==> config.mk <==
export PLATFORM = sky130hd
export DESIGN_NAME = decode_stage_flat
export DESIGN_NICKNAME = d
export VERILOG_FILES = /design/src/rtl/decode_stage_if.sv /design/src/rtl/decode_stage.sv /design/src/flat_wrapper.sv
export SDC_FILE = /design/constraint.sdc
export NUM_CORES = 2
export LEC_CHECK = 0
export BUFFER_PORTS_ARGS = -buffer_cell sky130_fd_sc_hd__buf_2
export CORE_MARGIN = 2
export CORE_UTILIZATION = 40
export DETAILED_ROUTE_END_ITERATION = 8
export PLACE_DENSITY = 0.54
export SYNTH_ARGS = -nofsm -noshare
export SYNTH_HDL_FRONTEND = slang
export SYNTH_SLANG_ARGS = --single-unit
==> constraint.sdc <==
create_clock -name clk -period 5.2 [get_ports clk]
set_clock_uncertainty 0.15 [all_clocks]
set_input_delay 1.3 -clock clk [delete_from_list [all_inputs] [get_ports clk]]
set_output_delay 1.3 -clock clk [all_outputs]
set_load 0.01 [all_outputs]
==> src/rtl/decode_stage_if.sv <==
// Fetch, write-back and execute signals seen by the decode stage.
// The slave modport is the decode stage's side of the bundle.
interface decode_stage_if #(
    parameter int DATA_W = 32,
    parameter int AW     = 5
);
    logic              if_valid;
    logic              if_ready;
    logic [31:0]       if_instr;
    logic              wb_en;
    logic [AW-1:0]     wb_addr;
    logic [DATA_W-1:0] wb_data;
    logic              ex_valid;
    logic              ex_ready;
    logic [DATA_W-1:0] ex_data1;
    logic [DATA_W-1:0] ex_data2;
    logic [DATA_W-1:0] ex_imm;
    logic [AW-1:0]     ex_dest;
    logic [8:0]        ex_ctrl;

    modport slave (
        input  if_valid, if_instr, wb_en, wb_addr, wb_data, ex_ready,
        output if_ready, ex_valid, ex_data1, ex_data2, ex_imm,
        output ex_dest, ex_ctrl
    );

    modport master (
        output if_valid, if_instr, wb_en, wb_addr, wb_data, ex_ready,
        input  if_ready, ex_valid, ex_data1, ex_data2, ex_imm,
        input  ex_dest, ex_ctrl
    );
endinterface

==> src/rtl/decode_stage.sv <==
// Pipelined decode: register file with write-back bypass, control decode,
// immediate extension, load-use scoreboard and valid/ready handshakes.
module decode_stage #(
    parameter int         DATA_W   = 32,
    parameter int         NREGS    = 32,
    parameter int         ZERO_REG = 1,
    parameter int         LOAD_LAT = 2,
    parameter logic [5:0] OP_RTYPE = 6'b000000,
    parameter logic [5:0] OP_LOAD  = 6'b100011,
    parameter logic [5:0] OP_STORE = 6'b011101,
    parameter logic [5:0] OP_BEQ   = 6'b100000,
    parameter logic [5:0] OP_ADDI  = 6'b001000,
    parameter logic [5:0] OP_ANDI  = 6'b001100,
    parameter logic [5:0] OP_ORI   = 6'b001101
) (
    input logic           clk,
    input logic           rst_n,
    decode_stage_if.slave bus
);
    localparam int AW = $clog2(NREGS);

    logic [DATA_W-1:0] rf [NREGS];

    logic [5:0]        op;
    logic [AW-1:0]     rs;
    logic [AW-1:0]     rt;
    logic [AW-1:0]     rd;
    logic [8:0]        ctrl;
    logic [AW-1:0]     dest;
    logic              use_rs;
    logic              use_rt;
    logic              zext;
    logic [DATA_W-1:0] imm;
    logic [DATA_W-1:0] data1;
    logic [DATA_W-1:0] data2;

    logic              rs_zero;
    logic              rt_zero;
    logic              wb_ok;
    logic              hazard;
    logic              ready;
    logic              accept;
    logic              leave;

    logic              pend;
    logic [AW-1:0]     pend_addr;
    logic [3:0]        pend_cnt;

    logic              ex_valid_q;
    logic [DATA_W-1:0] ex_data1_q;
    logic [DATA_W-1:0] ex_data2_q;
    logic [DATA_W-1:0] ex_imm_q;
    logic [AW-1:0]     ex_dest_q;
    logic [8:0]        ex_ctrl_q;

    assign op = bus.if_instr[31:26];
    assign rs = bus.if_instr[21 +: AW];
    assign rt = bus.if_instr[16 +: AW];
    assign rd = bus.if_instr[11 +: AW];

    // Opcode to {reg_write,mem_read,mem_write,mem_to_reg,alu_src,
    // branch,reg_dst,alu_op}, destination and operand usage.
    always_comb begin
        ctrl   = '0;
        dest   = '0;
        use_rs = 1'b0;
        use_rt = 1'b0;
        zext   = 1'b0;
        unique case (1'b1)
            (op == OP_RTYPE): begin
                ctrl   = 9'b1_0_0_0_0_0_1_10;
                dest   = rd;
                use_rs = 1'b1;
                use_rt = 1'b1;
            end
            (op == OP_LOAD): begin
                ctrl   = 9'b1_1_0_1_1_0_0_00;
                dest   = rt;
                use_rs = 1'b1;
            end
            (op == OP_STORE): begin
                ctrl   = 9'b0_0_1_0_1_0_0_00;
                use_rs = 1'b1;
                use_rt = 1'b1;
            end
            (op == OP_BEQ): begin
                ctrl   = 9'b0_0_0_0_0_1_0_01;
                use_rs = 1'b1;
                use_rt = 1'b1;
            end
            (op == OP_ADDI): begin
                ctrl   = 9'b1_0_0_0_1_0_0_11;
                dest   = rt;
                use_rs = 1'b1;
            end
            (op == OP_ANDI), (op == OP_ORI): begin
                ctrl   = 9'b1_0_0_0_1_0_0_11;
                dest   = rt;
                use_rs = 1'b1;
                zext   = 1'b1;
            end
            default: ;
        endcase
    end

    assign imm = zext
        ? {{(DATA_W-16){1'b0}}, bus.if_instr[15:0]}
        : {{(DATA_W-16){bus.if_instr[15]}}, bus.if_instr[15:0]};

    assign rs_zero = (ZERO_REG != 0) && (rs == '0);
    assign rt_zero = (ZERO_REG != 0) && (rt == '0);
    assign wb_ok   = bus.wb_en
                   && !((ZERO_REG != 0) && (bus.wb_addr == '0));

    assign data1 = (wb_ok && bus.wb_addr == rs) ? bus.wb_data
                 : (rs_zero ? '0 : rf[rs]);
    assign data2 = (wb_ok && bus.wb_addr == rt) ? bus.wb_data
                 : (rt_zero ? '0 : rf[rt]);

    // A source clashes with the load in the output register or the
    // pending load; a second load waits until the scoreboard is free.
    always_comb begin
        hazard = 1'b0;
        if (use_rs && rs != '0) begin
            if (ex_valid_q && ex_ctrl_q[7] && ex_dest_q == rs)
                hazard = 1'b1;
            if (pend && pend_addr == rs)
                hazard = 1'b1;
        end
        if (use_rt && rt != '0) begin
            if (ex_valid_q && ex_ctrl_q[7] && ex_dest_q == rt)
                hazard = 1'b1;
            if (pend && pend_addr == rt)
                hazard = 1'b1;
        end
        if (ctrl[7] && pend)
            hazard = 1'b1;
    end

    assign ready  = !hazard && (!ex_valid_q || bus.ex_ready);
    assign accept = bus.if_valid && ready;
    assign leave  = ex_valid_q && bus.ex_ready;

    // Register file: cleared on reset, register 0 optionally hardwired.
    always_ff @(posedge clk) begin
        if (!rst_n) begin
            for (int i = 0; i < NREGS; i++)
                rf[i] <= '0;
        end else if (wb_ok) begin
            rf[bus.wb_addr] <= bus.wb_data;
        end
    end

    // Output register: load on accept, drop to a bubble when drained.
    always_ff @(posedge clk) begin
        if (!rst_n) begin
            ex_valid_q <= 1'b0;
            ex_data1_q <= '0;
            ex_data2_q <= '0;
            ex_imm_q   <= '0;
            ex_dest_q  <= '0;
            ex_ctrl_q  <= '0;
        end else if (accept) begin
            ex_valid_q <= 1'b1;
            ex_data1_q <= data1;
            ex_data2_q <= data2;
            ex_imm_q   <= imm;
            ex_dest_q  <= dest;
            ex_ctrl_q  <= ctrl;
        end else if (leave) begin
            ex_valid_q <= 1'b0;
        end
    end

    // Single-entry load scoreboard; a leaving load beats any clear.
    always_ff @(posedge clk) begin
        if (!rst_n) begin
            pend      <= 1'b0;
            pend_addr <= '0;
            pend_cnt  <= '0;
        end else if (leave && ex_ctrl_q[7] && ex_dest_q != '0) begin
            pend      <= 1'b1;
            pend_addr <= ex_dest_q;
            pend_cnt  <= 4'(LOAD_LAT);
        end else if (pend) begin
            pend_cnt <= pend_cnt - 4'd1;
            if (pend_cnt == 4'd1
                || (bus.wb_en && bus.wb_addr == pend_addr))
                pend <= 1'b0;
        end
    end

    assign bus.if_ready = ready;
    assign bus.ex_valid = ex_valid_q;
    assign bus.ex_data1 = ex_data1_q;
    assign bus.ex_data2 = ex_data2_q;
    assign bus.ex_imm   = ex_imm_q;
    assign bus.ex_dest  = ex_dest_q;
    assign bus.ex_ctrl  = ex_ctrl_q;
endmodule
==> src/flat_wrapper.sv <==
// flat-port wrapper written by rule: the top's interface ports become plain ports
module decode_stage_flat 
#(
    parameter int         DATA_W   = 32,
    parameter int         NREGS    = 32,
    parameter int         ZERO_REG = 1,
    parameter int         LOAD_LAT = 2,
    parameter logic [5:0] OP_RTYPE = 6'b000000,
    parameter logic [5:0] OP_LOAD  = 6'b100011,
    parameter logic [5:0] OP_STORE = 6'b011101,
    parameter logic [5:0] OP_BEQ   = 6'b100000,
    parameter logic [5:0] OP_ADDI  = 6'b001000,
    parameter logic [5:0] OP_ANDI  = 6'b001100,
    parameter logic [5:0] OP_ORI   = 6'b001101
)
  (clk, rst_n, bus_if_valid, bus_if_instr, bus_wb_en, bus_wb_addr, bus_wb_data, bus_ex_ready, bus_if_ready, bus_ex_valid, bus_ex_data1, bus_ex_data2, bus_ex_imm, bus_ex_dest, bus_ex_ctrl);
  decode_stage_if #(.DATA_W(DATA_W)) bus_i ();
  input logic clk;
  input logic rst_n;
  input wire logic [$bits(bus_i.if_valid)-1:0] bus_if_valid;
  input wire logic [$bits(bus_i.if_instr)-1:0] bus_if_instr;
  input wire logic [$bits(bus_i.wb_en)-1:0] bus_wb_en;
  input wire logic [$bits(bus_i.wb_addr)-1:0] bus_wb_addr;
  input wire logic [$bits(bus_i.wb_data)-1:0] bus_wb_data;
  input wire logic [$bits(bus_i.ex_ready)-1:0] bus_ex_ready;
  output wire logic [$bits(bus_i.if_ready)-1:0] bus_if_ready;
  output wire logic [$bits(bus_i.ex_valid)-1:0] bus_ex_valid;
  output wire logic [$bits(bus_i.ex_data1)-1:0] bus_ex_data1;
  output wire logic [$bits(bus_i.ex_data2)-1:0] bus_ex_data2;
  output wire logic [$bits(bus_i.ex_imm)-1:0] bus_ex_imm;
  output wire logic [$bits(bus_i.ex_dest)-1:0] bus_ex_dest;
  output wire logic [$bits(bus_i.ex_ctrl)-1:0] bus_ex_ctrl;
  assign bus_i.if_valid = bus_if_valid;
  assign bus_i.if_instr = bus_if_instr;
  assign bus_i.wb_en = bus_wb_en;
  assign bus_i.wb_addr = bus_wb_addr;
  assign bus_i.wb_data = bus_wb_data;
  assign bus_i.ex_ready = bus_ex_ready;
  assign bus_if_ready = bus_i.if_ready;
  assign bus_ex_valid = bus_i.ex_valid;
  assign bus_ex_data1 = bus_i.ex_data1;
  assign bus_ex_data2 = bus_i.ex_data2;
  assign bus_ex_imm = bus_i.ex_imm;
  assign bus_ex_dest = bus_i.ex_dest;
  assign bus_ex_ctrl = bus_i.ex_ctrl;
  decode_stage #(.DATA_W(DATA_W), .NREGS(NREGS), .ZERO_REG(ZERO_REG), .LOAD_LAT(LOAD_LAT), .OP_RTYPE(OP_RTYPE), .OP_LOAD(OP_LOAD), .OP_STORE(OP_STORE), .OP_BEQ(OP_BEQ), .OP_ADDI(OP_ADDI), .OP_ANDI(OP_ANDI), .OP_ORI(OP_ORI)) u_core (.clk(clk), .rst_n(rst_n), .bus(bus_i));
endmodule
=== Yosys cells after proc, flatten, opt, wreduce, memory -nomap -nowiden ===
Memories as Yosys holds them, arrays and structs flattened.
Cells that the tools add are included.

* $mul: 0
* Shifts and indexed selects: 0
* Mux-type cells: 31
* Eq/ne operators: 14
* Reduce and logical (&&, ||, !) cells: 38
* Bitwise logic cells: 1
* Divide/modulo/power cells: 0
* Add/subtract/negate cells: 1
* $lt $le $gt $ge: 0

{| class="wikitable"
|+ Operators by type and width
! operator !! count
|-
| 2-to-1 mux 32 bit || 6
|-
| case mux 9 bit (5 select lines) || 1
|-
| equality test 5 bit || 7
|-
| OR reduction 32 bit || 1
|-
| 2-to-1 mux 1 bit || 20
|-
| equality test 6 x 4 -> 1 bit, second input constant || 3
|-
| logical AND 1 bit || 17
|-
| logical NOT 5 bit || 3
|-
| nonzero test 5 bit || 3
|-
| equality test 6 bit, second input constant || 2
|-
| case mux 5 bit (2 select lines) || 1
|-
| OR reduction 7 bit || 1
|-
| equality test 6 x 5 -> 1 bit, second input constant || 1
|-
| logical NOT 6 bit || 1
|-
| OR reduction 3 bit || 2
|-
| 2-to-1 mux 5 bit || 1
|-
| equality test 4 x 1 -> 1 bit, second input constant || 1
|-
| 2-to-1 mux 2 bit || 2
|-
| nonzero test 2 bit || 2
|-
| OR reduction 2 bit || 2
|-
| OR reduction 4 bit || 1
|-
| subtractor 4 x 1 -> 4 bit, second input constant || 1
|-
| logical NOT 1 bit || 3
|-
| logical OR 1 bit || 2
|-
| NOT 1 bit || 1
|}

* Logic and storage cells: 96
* ROM bits: 0
* Memory bits (writable): 1024
* Latch bits: 0
* Output and inout bits: 112
* Bits in registers: 121
* Input port bits: 74
* Memories: 1

{| class="wikitable"
|+ Memories
! name !! depth !! bits a word !! read ports !! clocked after memory_dff !! wr ports !! RTL line !! source
|-
| u_core.rf || 32 || 32 || 2 || 0 || 32 || decode_stage.sv:22 || <nowiki>logic [DATA_W-1:0] rf [NREGS];</nowiki>
|}

=== Logic depth before layout (Yosys ltp) ===
* Depth in word-level cells: 13
* Mapped depth: 10
* Mapped depth without buffers: 6

=== Least setup slack after synthesis ===
OpenSTA, ideal clock, no wires.

* Path kind: input to register
* Start point: input bus_wb_addr[3]
* End point: memory u_core.rf[10][0] (enable)
* Data arrival time: 4.513 ns
* Required time: 4.584 ns
* Cell stages on the path: 4
* Slack: 0.071 ns
* Buffers on the path: 2
* Library setup time: 0.466 ns
* Path through: clkbuf_1 -> or3b_2 -> clkbuf_1 -> o21ai_0

{| class="wikitable"
|+ RTL lines
! what !! RTL line !! source
|-
| from (decl) || flat_wrapper.sv:23 || <nowiki>input wire logic [$bits(bus_i.wb_addr)-1:0] bus_wb_addr;</nowiki>
|-
| to (decl) || decode_stage.sv:22 ||
|}

=== Worst setup path in the final report ===
* Start point: input bus_if_instr[17]
* End point: output bus_if_ready

* Word-level cells in the longest chain between the ends: 8
* Elaborated cells between the ends (all ways): 12
* Those cells by class: 2 x eq/ne; 4 x mux; 6 x reduce/logical

{| class="wikitable"
|+ Ends and longest elaborated chain
! what !! RTL line !! source
|-
| from (decl) || flat_wrapper.sv:21 || <nowiki>input wire logic [$bits(bus_i.if_instr)-1:0] bus_if_instr;</nowiki>
|-
| equality test 5 bit || decode_stage.sv:131 || <nowiki>if (ex_valid_q && ex_ctrl_q[7] && ex_dest_q == rt)</nowiki>
|-
| logical AND 1 bit || decode_stage.sv:131 ||
|-
| 2-to-1 mux 1 bit || decode_stage.sv:131 ||
|-
| 2-to-1 mux 1 bit || decode_stage.sv:133 || <nowiki>if (pend && pend_addr == rt)</nowiki>
|-
| 2-to-1 mux 1 bit * || decode_stage.sv:130 || <nowiki>if (use_rt && rt != '0) begin</nowiki>
|-
| 2-to-1 mux 1 bit * || decode_stage.sv:136 || <nowiki>if (ctrl[7] && pend)</nowiki>
|-
| logical NOT 1 bit * || decode_stage.sv:140 || <nowiki>assign ready = !hazard && (!ex_valid_q || bus.ex_ready);</nowiki>
|-
| logical AND 1 bit * || decode_stage.sv:140 ||
|-
| to (decl) || flat_wrapper.sv:26 || <nowiki>output wire logic [$bits(bus_i.if_ready)-1:0] bus_if_ready;</nowiki>
|}

Mark *: on every way between the ends. The rest lies on a longest branch, timed or not.

==> impl_metrics.py <==
metrics = {
    "outcome": {
        "status": "finished, final reports clean",
    },
    "setup_path": {
        "worstPathRequired_ps": 3750,
        "reg2reg_slack_ps": 2110,
        "cp.arrival_ps": 2950,
        "crit_start": "bus_if_instr[17]",
        "path_max_fanout": 28,
        "worstSetupPathType": "input port to output port",
        "crit_path_end": "bus_if_ready",
        "cp-start-kind": "input port",
        "endpoint_kind": "output port",
        "r2r-end": "u_core.bus.ex_data2[28]$_SDFFE_PN0P_",
        "reg2reg_from": "u_core.pend_addr[4]$_SDFFE_PN0P_",
        "rr_worst_depth": 8,
    },
    "cells_and_area": {
        "final_util": 0.456,
        "syn2layout_area_growth_pct": 13.0,
        "drive_gt1_frac": 0.191,
        "fin_nets": 4769,
    },
    "power": {
        "switching_share": 0.264,
        "p_seq_frac": 0.479,
        "clockPowerShare": 0.395,
        "p_leak_nw": 25.2,
        "cellPowerDensity_nw_per_um2": 328,
        "p_sw_mw": 5.92,
        "pwr-share-comb": 0.126,
        "max-vdd-ir-drop_mv": 0.267,
        "internal_power_mw": 16.5,
    },
    "job": {
        "maxCapViolations": 0,
    },
    "global_route": {
        "track_usage": 0.299,
        "grt_pass1_vias": 41300,
        "grt_overflow": 0,
        "grt_pass1_wl_um": 324000,
        "grt_max_degree": 104,
        "antenna_found_initial": 27,
    },
    "routing": {
        "routed_via_density": 6.16,
        "route.detailed.wl_per_inst_um": 34.0,
        "ant_nets": 0,
        "via_count": 42000,
        "drc_errors": 0,
        "drtIter0Drc": 4991,
        "wirelength_um": 232000,
        "drt_pass1_iterations": 6,
    },
    "sta": {
        "setup_viol": 0,
        "hold_violations": 0,
        "slew_headroom": 0.0779,
        "drv_slew": 0,
        "setup_tns_ps": 0,
        "grt_setup_unrepaired": "no",
        "fmax_ghz": 0.227,
        "min_period_over_period": 0.847,
        "tightest_slew_ps": 1380,
        "period_needed_ps": 4400,
    },
    "die": {
        "dieArea_um2": 154000,
        "die_w_um": 393,
        "fp.dieH_um": 393,
        "start_util": 0.403,
        "core-area_um2": 150000,
        "rows": 142,
        "io_pins": 186,
    },
    "synth": {
        "synth_area_um2": 60500,
        "synth_top_family_by_area": "multiplexers",
        "ys_seq_area_frac": 0.543,
        "synth_cells": 4655,
        "synth.area.mux_share": 0.197,
        "yosysUniqueCellTypes": 64,
        "synth.avg_cell_area_um2": 13.0,
        "synth_compound_area_frac": 0.0701,
        "synthAdderAreaFrac": 0.000414,
        "synth_edf_count": 1024,
        "synth_xor_area_frac": 0.00550,
        "synthArstFlopShare": 0,
        "synthFlopType": "edfxtp_1",
        "yosys_warnings": 0,
        "ys_ff_latch": 1129,
        "synth-simple-area-share": 0.145,
    },
    "cts": {
        "cts_resized": 0,
        "cts_buffers": 133,
        "clkSinkCount": 1129,
        "hold_buffers": 0,
        "clk_pin_slew_worst_paths_ps": 60,
        "cts_max_level": 4,
        "postCtsSetupBuffers": 0,
        "cts_tree": "yes",
        "cts_root_buf": "clkbuf_16",
        "clock_latency_ps": 770,
        "cts_max_path_buffers": 3,
    },
    "worst_hold_path": {
        "hp-class": "register to register",
    },
    "placement": {
        "io_buffers": 185,
        "gp_congestion": 0.880,
        "dp_hpwl_um": 139000,
    },
}
## power groups by stage
stage | sequential (mW) | combinational [mW] | clock [mW]
after floorplan | 10.8 | 1.65 | 0
after global placement | 10.9 | 2.78 | 0
after detailed placement | 10.9 | 2.79 | 0
after CTS | 10.7 | 2.79 | 8.94
after global routing | 10.8 | 2.93 | 9.30
final | 10.7 | 2.82 | 8.84
## area by class of cell
type / instances / area, um^2
clock inverters: 57 / 295
clock buffers: 177 / 3690
multi-input cells: 3044 / 26000
fillers: 13500 / 81600
inverters: 3 / 12.5
flip-flops and latches: 1129 / 32900
diodes: 14 / 35.0
well taps: 2016 / 2520
repair buffers: 382 / 2930
## worst max-delay path, stage by stage
cell	delay, ps
buf_4	440
xor2_1	130
nor4_1	310
a32oi_1	200
o22a_4	250
and2_1	160
buf_2	140
## state kept, by name, summed over array words and instances (netlist names)
signal / cells
u_core.rf: 1024
u_core.pend: 1
u_core.bus.ex_imm: 17
u_core.pend_cnt: 4
u_core.bus.ex_ctrl: 8
u_core.bus.ex_dest: 5
u_core.pend_addr: 5
u_core.bus.ex_valid: 1
u_core.bus.ex_data2: 32
u_core.bus.ex_data1: 32
## worst min-delay path by stage
stage,from,slack (ps),depth (start not counted),end
2_1_floorplan,u_core.pend_cnt[3]$_SDFFE_PP0P_,340,2,u_core.pend_cnt[3]$_SDFFE_PP0P_
3_3_place_gp,u_core.bus.ex_imm[0]$_SDFFE_PN0P_,310,2,u_core.bus.ex_imm[0]$_SDFFE_PN0P_
3_5_place_dp,u_core.bus.ex_imm[0]$_SDFFE_PN0P_,320,2,u_core.bus.ex_imm[0]$_SDFFE_PN0P_
4_1_cts,u_core.bus.ex_imm[0]$_SDFFE_PN0P_,330,2,u_core.bus.ex_imm[0]$_SDFFE_PN0P_
5_1_grt,u_core.bus.ex_imm[11]$_SDFFE_PN0P_,340,2,u_core.bus.ex_imm[11]$_SDFFE_PN0P_
6_report,u_core.bus.ex_imm[2]$_SDFFE_PN0P_,330,2,u_core.bus.ex_imm[2]$_SDFFE_PN0P_
## metrics by stage
| stage | cell area [um^2] | setup slack, ps | hold WS (ps) | power [mW] | std cells |
|---|---|---|---|---|---|
| 6_report | 68300 | 797 | 325 | 22.4 | 6822 |
| 5_1_grt | 68300 | 709 | 341 | 23.0 | 6808 |
| 4_1_cts | 68300 | 815 | 326 | 22.5 | 6808 |
| 3_5_place_dp | 64300 | 749 | 318 | 13.7 | 6574 |
| 3_3_place_gp | 64300 | 710 | 313 | 13.7 | 6574 |
| 2_1_floorplan | 60600 | 71.0 | 335 | 12.5 | 4686 |
## metal layers
metal  vias to the layer above  share of wire  global-route usage
met5                         -       0.000052                   0
met4                         2          0.046               0.128
met3                       445          0.089              0.0531
met2                      2306           0.45               0.464
met1                     21700           0.41               0.413
li1                      17600              -                   -
## synth_stat cells (54+ instances only)
cell / n / share of area
edfxtp_1: 1024 / 0.51
and2_1: 998 / 0.10
mux2i_1: 595 / 0.098
clkbuf_1: 330 / 0.020
mux4_2: 252 / 0.094
nand2_1: 221 / 0.014
nand3_1: 160 / 0.013
a22oi_1: 113 / 0.014
a21oi_1: 107 / 0.0089
dfxtp_1: 105 / 0.035
buf_2: 77 / 0.0064
buf_4: 70 / 0.0087
o221a_1: 57 / 0.011
nor2_1: 54 / 0.0034
## cells by family (layout without fill, tap and decap cells)
logic type / Yosys count / count (layout)
muxes: 870 / 870
and+or+nand+nor: 1537 / 1537
AOI/OAI and AO/OA: 565 / 565
adders and majority gates: 2 / 2
other: 1 / 46
buffers and inverters: 513 / 619
xor gates and xnor gates: 38 / 38
DFF: 1129 / 1129
## placed cells by master, fill, tap and decap left out, types with 21 or more instances in the layout
cell	Yosys	layout
mux4_2	252	252
a22oi_1	113	113
o21ai_4	0	31
nor2_4	0	23
a221oi_1	51	51
conb_1	1	32
a22o_1	51	51
a21oi_1	107	107
nor2_1	54	21
dfxtp_1	105	105
clkbuf_16	0	141
clkinv_1	1	30
buf_4	70	162
edfxtp_1	1024	1024
nor4_1	21	21
a211oi_1	47	47
nor2b_1	38	31
o21ai_1	21	21
xor2_1	25	25
clkbuf_1	330	33
o221a_1	57	57
mux2_2	23	23
buf_12	0	38
and2_1	998	994
nand2_1	221	221
nand3_1	160	160
buf_2	77	177
mux2i_1	595	595
(Power assumes the default switching activity.)
